[src/rtl/wb_regfile_dual_pkg.sv]
// Shared definitions for the dual-issue write-back stage and register file.
// Optional feature macro: WB_BYPASS_EN (write-through reads), handled in the top.
package wb_regfile_dual_pkg;

    localparam int XLEN      = 32;
    localparam int NREG      = 32;
    localparam int REG_IDX_W = 5;

    localparam logic [REG_IDX_W-1:0] REG_ZERO = '0;

    // Source of a lane's write-back value.
    typedef enum logic {
        WB_SRC_ALU = 1'b0,
        WB_SRC_MEM = 1'b1
    } wb_src_e;

    // True when a destination index names a real, writable register.
    function automatic logic is_writable_idx(input logic [REG_IDX_W-1:0] idx);
        return idx != REG_ZERO;
    endfunction

endpackage

[src/rtl/wb_regfile_dual_lane_sel.sv]
// Per-lane write-back select: picks load data or ALU result and qualifies
// the raw write enable against the hardwired zero register.
module wb_lane_sel #(
    parameter int XLEN = wb_regfile_dual_pkg::XLEN
) (
    input  logic                                     wb_sel,
    input  logic                                     reg_wr,
    input  logic [XLEN-1:0]                          do_wb,
    input  logic [XLEN-1:0]                          alu_wb,
    input  logic [wb_regfile_dual_pkg::REG_IDX_W-1:0] dst_idx,
    output logic [XLEN-1:0]                          wd_wb,
    output logic                                     we_raw
);
    import wb_regfile_dual_pkg::*;

    wb_src_e src;

    assign src = wb_src_e'(wb_sel);

    // Value mux and raw enable; both purely combinational.
    always_comb begin
        wd_wb  = (src == WB_SRC_MEM) ? do_wb : alu_wb;
        we_raw = reg_wr & is_writable_idx(dst_idx);
    end

endmodule

[src/rtl/wb_regfile_dual.sv]
// Dual-lane write-back stage and 32 x XLEN architectural register file.
// Lane 2 is the younger instruction and wins same-destination conflicts.
// Optional macro WB_BYPASS_EN: reads see a same-cycle write (write-through).
module wb_regfile_dual #(
    parameter int XLEN = wb_regfile_dual_pkg::XLEN,
    parameter int NREG = wb_regfile_dual_pkg::NREG
) (
    input  logic                                     reloj,
    input  logic                                     resetWB,
    input  logic                                     DIR_WB1,
    input  logic                                     DIR_WB2,
    input  logic                                     REG_WR1,
    input  logic                                     REG_WR2,
    input  logic [XLEN-1:0]                          DO_wb1,
    input  logic [XLEN-1:0]                          DO_wb2,
    input  logic [XLEN-1:0]                          DIR_wb1,
    input  logic [XLEN-1:0]                          DIR_wb2,
    input  logic [wb_regfile_dual_pkg::REG_IDX_W-1:0] Y_MUX_wb1,
    input  logic [wb_regfile_dual_pkg::REG_IDX_W-1:0] Y_MUX_wb2,
    input  logic [wb_regfile_dual_pkg::REG_IDX_W-1:0] RA1,
    input  logic [wb_regfile_dual_pkg::REG_IDX_W-1:0] RA2,
    input  logic [wb_regfile_dual_pkg::REG_IDX_W-1:0] RA3,
    input  logic [wb_regfile_dual_pkg::REG_IDX_W-1:0] RA4,
    output logic [XLEN-1:0]                          RD1,
    output logic [XLEN-1:0]                          RD2,
    output logic [XLEN-1:0]                          RD3,
    output logic [XLEN-1:0]                          RD4,
    output logic [XLEN-1:0]                          WD_wb1,
    output logic [XLEN-1:0]                          WD_wb2,
    output logic                                     WE_eff1,
    output logic                                     WE_eff2
);
    import wb_regfile_dual_pkg::*;

    logic                 we_raw1;
    logic                 we_raw2;
    logic                 same_dst;
    logic [XLEN-1:0]      regs [NREG];
    logic [REG_IDX_W-1:0] ra_arr [4];
    logic [XLEN-1:0]      rd_arr [4];

    wb_lane_sel #(.XLEN(XLEN)) u_lane1 (
        .wb_sel  (DIR_WB1),
        .reg_wr  (REG_WR1),
        .do_wb   (DO_wb1),
        .alu_wb  (DIR_wb1),
        .dst_idx (Y_MUX_wb1),
        .wd_wb   (WD_wb1),
        .we_raw  (we_raw1)
    );

    wb_lane_sel #(.XLEN(XLEN)) u_lane2 (
        .wb_sel  (DIR_WB2),
        .reg_wr  (REG_WR2),
        .do_wb   (DO_wb2),
        .alu_wb  (DIR_wb2),
        .dst_idx (Y_MUX_wb2),
        .wd_wb   (WD_wb2),
        .we_raw  (we_raw2)
    );

    // Cross-lane conflict: the younger lane 2 suppresses lane 1 on a shared destination.
    always_comb begin
        same_dst = (Y_MUX_wb1 == Y_MUX_wb2);
        WE_eff2  = we_raw2;
        WE_eff1  = we_raw1 & ~(we_raw2 & same_dst);
    end

    // Register array: synchronous clear has priority over both lane writes.
    // Index 0 is never written because both enables exclude it.
    always_ff @(posedge reloj) begin
        if (resetWB) begin
            for (int i = 0; i < NREG; i++) begin
                regs[i] <= '0;
            end
        end else begin
            if (WE_eff1) begin
                regs[Y_MUX_wb1] <= WD_wb1;
            end
            if (WE_eff2) begin
                regs[Y_MUX_wb2] <= WD_wb2;
            end
        end
    end

    assign ra_arr[0] = RA1;
    assign ra_arr[1] = RA2;
    assign ra_arr[2] = RA3;
    assign ra_arr[3] = RA4;

    // Asynchronous read ports; optional write-through with lane 2 checked last so it wins.
    always_comb begin
        for (int k = 0; k < 4; k++) begin
            rd_arr[k] = regs[ra_arr[k]];
`ifdef WB_BYPASS_EN
            if (WE_eff1 && (Y_MUX_wb1 == ra_arr[k])) begin
                rd_arr[k] = WD_wb1;
            end
            if (WE_eff2 && (Y_MUX_wb2 == ra_arr[k])) begin
                rd_arr[k] = WD_wb2;
            end
`endif
            if (ra_arr[k] == REG_ZERO) begin
                rd_arr[k] = '0;
            end
        end
    end

    assign RD1 = rd_arr[0];
    assign RD2 = rd_arr[1];
    assign RD3 = rd_arr[2];
    assign RD4 = rd_arr[3];

endmodule

[config.mk]
export PLATFORM = sky130hd
export DESIGN_NAME = wb_regfile_dual
export DESIGN_NICKNAME = d
export VERILOG_FILES = /design/src/rtl/wb_regfile_dual_pkg.sv /design/src/rtl/wb_regfile_dual_lane_sel.sv /design/src/rtl/wb_regfile_dual.sv
export SDC_FILE = /design/constraint.sdc
export NUM_CORES = 2
export LEC_CHECK = 0
export CAP_MARGIN = 20
export CORE_MARGIN = 2
export CORE_UTILIZATION = 35
export DETAILED_ROUTE_END_ITERATION = 8
export PLACE_DENSITY = 0.49
export SYNTH_ARGS = -nofsm -noshare
export SYNTH_HDL_FRONTEND = slang
export SYNTH_SLANG_ARGS = --single-unit
export TNS_END_PERCENT = 20
[constraint.sdc]
create_clock -name reloj -period 7.5 [get_ports reloj]
set_input_delay 1.5 -clock reloj [delete_from_list [all_inputs] [get_ports reloj]]
set_output_delay 1.5 -clock reloj [all_outputs]
set_load 0.005 [all_outputs]
Word level (Yosys, flattened, before mapping)
Memory sizes are Yosys's and may differ from the RTL's.
Index checks and enable logic that the tools add are counted.
W data, S select, Z words.

storage, ports and cells
  memory bits (read-only) = 0
  input bits = 164
  register bits = 0
  RAM bits = 1024
  latch bits = 0
  logic and storage cells = 35
  memories = 1

memory list
  name  words  width  read ports  clocked after memory_dff  wr ports  line                   text
  regs  32     32     4           0                         32        wb_regfile_dual.sv:38  logic [XLEN-1:0] regs [NREG];

operators by class
  multipliers = 0
  magnitude comparators = 0
  bitwise logic cells = 5
  equality and inequality tests = 1
  add/sub/neg operators = 0
  div/mod/pow operators = 0
  reduce and logical (&&, ||, !) cells = 8
  shifts and indexed selects = 0
  multiplexer cells = 20

operators with widths
  operator            number
  $mux W32            8
  $reduce_or A32 Y1   2
  $logic_not A5 Y1    4
  $mux W1             10
  $mux W5             2
  $reduce_bool A5 Y1  2
  $eq A5 B5 Y1        1
  $and A1 B1 Y1       4
  $not A1 Y1          1

Logic depth before layout (Yosys ltp)
  word-level depth = 10
  gate-level depth with buffers = 8

By module
Synthesis repeated with hierarchy kept, for this count alone.

second synthesis, totals
  cell total of the unflattened synthesis = 5637
  area, all modules = 76714.8 µm²

by module, submodules not included
  module           area each (µm²)  seq. area each (µm²)  times used  cells an instance
  wb_regfile_dual  75909.1          30749.5               1           5561
  wb_lane_sel      402.9            0.0                   2           38

Least setup slack after synthesis
No wires, ideal clock.

  path type = input to register
  start point = input Y_MUX_wb2[4] in the netlist's numbering
  end point = memory regs[10][0] (enable)
  library setup time = 0.533 ns
  stages = 6
  setup slack = 0.559 ns
  arrival = 6.408 ns
  data required time = 6.967 ns
  cells stage by stage = nor3_2 -> a21o_1 -> buf_4 -> o311ai_4 -> buf_2 -> o311ai_0

RTL lines
  element             line                   text
  start: declaration  wb_regfile_dual.sv:19  input logic [wb_regfile_dual_pkg::REG_IDX_W-1:0] Y_MUX_wb2,
  end: declaration    wb_regfile_dual.sv:38

Worst setup path in the final report
  start point = input RA1[4] in the netlist's numbering
  end point = output RD1[1]

between the ends
  cells in the longest elaborated chain, start to end = 2
  elaborated cells between the ends (all ways) = 3
  classes of those cells = 1 x mux; 1 x reduce/logical; 1 x memory

RTL lines
  element                                              line                    text
  start: declaration                                   wb_regfile_dual.sv:20   input logic [wb_regfile_dual_pkg::REG_IDX_W-1:0] RA1,
  $mem_v2 Z32 W32 or $logic_not A5 Y1 (tied branches)  -
  $mux W32 (*)                                         wb_regfile_dual.sv:103  if (ra_arr[k] == REG_ZERO) begin
  end: declaration                                     wb_regfile_dual.sv:24   output logic [XLEN-1:0] RD1,

Mark *: on every way between the ends. The rest lies on a longest branch, timed or not.

==> run_summary.xml <==
<?xml version="1.0" encoding="UTF-8"?>
<metrics>
  <group name="worst_setup_path">
    <metric name="startpoint" unit="">RA1[4]</metric>
    <metric name="setup.worst_path.class" unit="">in2out</metric>
    <metric name="worstSetupEndpoint" unit="">RD1[1]</metric>
    <metric name="timing.critical_path.fanout_max" unit="">34</metric>
    <metric name="cpLargestDelayFamily" unit="">buffers and inverters</metric>
    <metric name="cp_num_cells" unit="">7</metric>
    <metric name="crit_path_cell_trace" unit="">buf_4 &gt; or2_4 &gt; or4_2 &gt; buf_12 &gt; o21ai_0 &gt; a311oi_1 &gt; clkdlybuf4s50_1</metric>
    <metric name="timing.critical_path.buf_inv" unit="">3</metric>
    <metric name="critical-path-max-stage-delay" unit="ps">810</metric>
    <metric name="critPathRequiredTime" unit="ps">6000</metric>
    <metric name="critical_path.endpoint_type" unit="">primary output</metric>
    <metric name="critPathSlowestCell" unit="">sky130_fd_sc_hd__or4_2</metric>
    <metric name="crit_path_start_kind" unit="">primary input</metric>
    <metric name="critPathArrivalTime" unit="ps">5030</metric>
  </group>
  <group name="clocking">
    <metric name="tritoncts" unit="">yes</metric>
    <metric name="htreeDepth" unit="">4</metric>
    <metric name="post-cts-setup-buffers" unit="">0</metric>
    <metric name="number_of_buffers_added_by_the_clock_tree_synthesis_step" unit="">131</metric>
    <metric name="post_cts_resized" unit="">0</metric>
    <metric name="tritoncts_num_sinks" unit="">1024</metric>
    <metric name="worst_setup_hold_path_clk_slew" unit="ps">50</metric>
    <metric name="clock_tree.buffer_depth" unit="">3</metric>
    <metric name="cts.hold.buffers_added" unit="">0</metric>
    <metric name="ctsRootBufferMaster" unit="">sky130_fd_sc_hd__clkbuf_16</metric>
  </group>
  <group name="logic_synthesis">
    <metric name="compound_gate_portion_of_the_synthesized_area" unit="%">16.4</metric>
    <metric name="largest_family_of_logic_cells_by_synthesized_area" unit="">multiplexers</metric>
    <metric name="synth_sequential_area_ratio" unit="%">41.5</metric>
    <metric name="synth_enable_flop_cells" unit="">1024</metric>
    <metric name="post_synth_num_cell_types" unit="">48</metric>
    <metric name="synthArstFlopShare" unit="%">0</metric>
    <metric name="synthSimpleGateAreaFrac" unit="%">3.71</metric>
    <metric name="synth_flop_cell" unit="">sky130_fd_sc_hd__edfxtp_1</metric>
    <metric name="synth_adder_area_share" unit="%">0</metric>
    <metric name="synth_area" unit="um^2">74200</metric>
    <metric name="synth_warnings" unit="">0</metric>
    <metric name="synth.area.mux_share" unit="%">33.5</metric>
    <metric name="postSynthCellCount" unit="">5518</metric>
    <metric name="synth.avg_cell_area" unit="um^2">13.4</metric>
    <metric name="synth-seq-cells" unit="">1024</metric>
    <metric name="synth-xor-area-share" unit="%">0.0591</metric>
  </group>
  <group name="timing">
    <metric name="maxClockFrequency" unit="MHz">153</metric>
    <metric name="grt_setup_unrepaired" unit="">false</metric>
    <metric name="tightest_slew" unit="ps">1330</metric>
    <metric name="setup_violations" unit="">0</metric>
    <metric name="min_period" unit="ps">6530</metric>
    <metric name="worst_slew_margin_rel" unit="%">11.0</metric>
    <metric name="final-hold-violation-count" unit="">0</metric>
    <metric name="final_min_period_over_clock_period" unit="%">87.0</metric>
    <metric name="final-max-slew-violation-count" unit="">0</metric>
    <metric name="setup_tns" unit="ps">0</metric>
  </group>
  <group name="global_routing">
    <metric name="globalRouteTotalUtil" unit="%">38.2</metric>
    <metric name="layer_carrying_the_most_global_route_usage" unit="">met2</metric>
    <metric name="overflow" unit="">0</metric>
    <metric name="number_of_global_route_vias_before_repair" unit="">64100</metric>
    <metric name="grt_max_degree" unit="">98</metric>
    <metric name="grt_first_pass_wirelength" unit="mm">564</metric>
    <metric name="globalRouteMet3Util" unit="%">14.4</metric>
    <metric name="initial_antenna_violation_count" unit="">35</metric>
    <metric name="grt.met1_usage" unit="%">48.0</metric>
    <metric name="use_met2" unit="%">54.0</metric>
  </group>
  <group name="place">
    <metric name="buffer_ports.inserted" unit="">357</metric>
    <metric name="detailed_place_hpwl" unit="mm">260</metric>
    <metric name="globalplace.congestion" unit="">0.961</metric>
  </group>
  <group name="route">
    <metric name="mean_number_of_vias_per_cell" unit="">7.97</metric>
    <metric name="vias" unit="">67800</metric>
    <metric name="antenna_left" unit="">0</metric>
    <metric name="drt_first_iter_violations" unit="">13800</metric>
    <metric name="dr.pass1.iters" unit="">8</metric>
    <metric name="finalWirelength" unit="mm">425</metric>
    <metric name="remaining_drc_errors" unit="">0</metric>
    <metric name="routed_wire_length_per_instance" unit="um">49.9</metric>
  </group>
  <group name="floorplanning">
    <metric name="starting_utilization_of_the_core_area" unit="%">35.3</metric>
    <metric name="height_of_the_die" unit="um">464</metric>
    <metric name="fp.dieW" unit="um">464</metric>
    <metric name="dieArea" unit="um^2">216000</metric>
    <metric name="core_region_area" unit="um^2">210000</metric>
    <metric name="floorplan.io_pins" unit="">358</metric>
    <metric name="fp-row-count" unit="">168</metric>
  </group>
  <group name="hold_path">
    <metric name="min_path_type" unit="">in2reg</metric>
    <metric name="worst_hold_start" unit="">resetWB</metric>
  </group>
  <group name="cells_and_area">
    <metric name="share_of_post_route_cells_with_drive_strength_above_1" unit="%">29.7</metric>
    <metric name="synthToLayoutAreaGrowth" unit="%">16.0</metric>
    <metric name="largest_register_ff_count" unit="">1024</metric>
    <metric name="nNetsFinal" unit="">5757</metric>
    <metric name="fillerInstances" unit="">19600</metric>
    <metric name="reg.largest.list" unit="">regs: 1024 flops</metric>
    <metric name="largest_register" unit="">regs</metric>
    <metric name="final_util" unit="%">40.9</metric>
  </group>
  <group name="outcome">
    <metric name="outcome" unit="">finished clean</metric>
  </group>
  <group name="flow_run">
    <metric name="cap_viol_max_count" unit="">0</metric>
  </group>
  <group name="power">
    <metric name="static-leakage-power" unit="nW">26.7</metric>
    <metric name="power_density_over_cell_area" unit="nW/um^2">201</metric>
    <metric name="vdd_drop_max" unit="mV">0.262</metric>
  </group>
</metrics>
cell usage after synthesis (2+ instances only):
library cell | instances | area, um^2
sky130_fd_sc_hd__buf_4 | 15 | 113
sky130_fd_sc_hd__nand3b_1 | 5 | 37.5
sky130_fd_sc_hd__a211oi_1 | 128 | 961
sky130_fd_sc_hd__o311ai_1 | 4 | 35.0
sky130_fd_sc_hd__clkbuf_1 | 457 | 1720
sky130_fd_sc_hd__nor2b_1 | 137 | 857
sky130_fd_sc_hd__or3b_2 | 2 | 17.5
sky130_fd_sc_hd__a22oi_1 | 128 | 961
sky130_fd_sc_hd__nor2_1 | 24 | 90.1
sky130_fd_sc_hd__o311ai_0 | 6 | 52.6
sky130_fd_sc_hd__nand4b_1 | 2 | 17.5
sky130_fd_sc_hd__mux4_2 | 896 | 20200
sky130_fd_sc_hd__o211ai_1 | 21 | 158
sky130_fd_sc_hd__o311ai_4 | 9 | 236
sky130_fd_sc_hd__o32ai_1 | 200 | 1750
sky130_fd_sc_hd__buf_2 | 269 | 1350
sky130_fd_sc_hd__and2_1 | 7 | 43.8
sky130_fd_sc_hd__mux2i_1 | 320 | 3200
sky130_fd_sc_hd__inv_1 | 73 | 274
sky130_fd_sc_hd__or4_1 | 5 | 37.5
sky130_fd_sc_hd__nor3b_1 | 5 | 37.5
sky130_fd_sc_hd__nor3_1 | 9 | 45.0
sky130_fd_sc_hd__a221oi_1 | 35 | 307
sky130_fd_sc_hd__mux2_2 | 128 | 1440
sky130_fd_sc_hd__o2111ai_1 | 93 | 815
sky130_fd_sc_hd__a311oi_1 | 128 | 1120
sky130_fd_sc_hd__and3b_1 | 3 | 26.3
sky130_fd_sc_hd__buf_1 | 39 | 146
sky130_fd_sc_hd__nand3_1 | 22 | 110
sky130_fd_sc_hd__o21ai_0 | 163 | 816
sky130_fd_sc_hd__nand2b_1 | 8 | 50.1
sky130_fd_sc_hd__xnor2_1 | 5 | 43.8
sky130_fd_sc_hd__nand2_1 | 334 | 1250
sky130_fd_sc_hd__or2_2 | 10 | 62.6
sky130_fd_sc_hd__o22ai_1 | 792 | 4950
sky130_fd_sc_hd__edfxtp_1 | 1024 | 30700
where the power goes:
part	total [W]	internal [W]	switching, W
clock	0.00621	0.00342	0.00279
sequential	0.00703	0.00667	0.000353
combinational	0.00409	0.00169	0.00240
through the flow:
stage / hold WS, ps / std cells / total power [W] / setup WS [ps] / area, um^2
2_1_floorplan: 1860 / 5549 / 0.00918 / 559 / 74300
3_3_place_gp: 2280 / 8259 / 0.0110 / 1190 / 81900
3_5_place_dp: 2280 / 8260 / 0.0110 / 1240 / 81900
4_1_cts: 1420 / 8490 / 0.0171 / 1210 / 85900
5_1_grt: 1450 / 8497 / 0.0175 / 1120 / 86000
6_report: 1490 / 8509 / 0.0173 / 972 / 86000
cell usage in the layout, fill, tap and decap left out, types with 129 or more instances in the layout:
cell type / instances
sky130_fd_sc_hd__o21ai_0: 163
sky130_fd_sc_hd__buf_4: 297
sky130_fd_sc_hd__edfxtp_1: 1024
sky130_fd_sc_hd__mux2i_1: 281
sky130_fd_sc_hd__clkdlybuf4s50_1: 334
sky130_fd_sc_hd__nor2b_1: 129
sky130_fd_sc_hd__nand2_1: 314
sky130_fd_sc_hd__clkbuf_16: 133
sky130_fd_sc_hd__o32ai_1: 200
sky130_fd_sc_hd__o22ai_1: 792
sky130_fd_sc_hd__mux4_2: 896
layer usage:
| layer | part of all wire, % | up-vias | wire length (um) |
|---|---|---|---|
| li1 | - | 24100 | - |
| met1 | 34 | 34800 | 146000 |
| met2 | 42 | 7204 | 177000 |
| met3 | 16 | 1680 | 66100 |
| met4 | 8.4 | 46 | 35500 |
| met5 | 0.13 | - | 540 |
worst min path at each step:
| stage | end | slack [ps] | cells past startpoint |
|---|---|---|---|
| global placement | regs[0][30]$_DFFE_PP_ | 2280 | 1 |
| finish | regs[0][30]$_DFFE_PP_ | 1490 | 1 |
| detailed placement | regs[0][30]$_DFFE_PP_ | 2280 | 1 |
| CTS | regs[0][28]$_DFFE_PP_ | 1420 | 1 |
| floorplan | regs[31][31]$_DFFE_PP_ | 1860 | 2 |
| global route | regs[0][28]$_DFFE_PP_ | 1450 | 1 |
logic make-up (layout without fill, tap and decap cells):
group,Yosys count,in the layout
buffers and inverters,853,994
muxes,1344,1344
DFF,1024,1024
AOI/OAI and AO/OA,1710,1710
xor gates and xnor gates,5,5
and+or+nand+nor,581,581
other,1,46
layout make-up:
type,instances,area (um^2),area share [%]
clock inverter,67,574,0.667
sequential,1024,30700,35.7
inverter,73,284,0.330
antenna,14,35.0,0.0407
tap,2805,3510,4.08
multi-input combinational,3672,40800,47.4
timing repair buffer,691,6690,7.77
clock buffer,163,3440,4.00
Note: power is estimated with default switching activity, not from simulation.
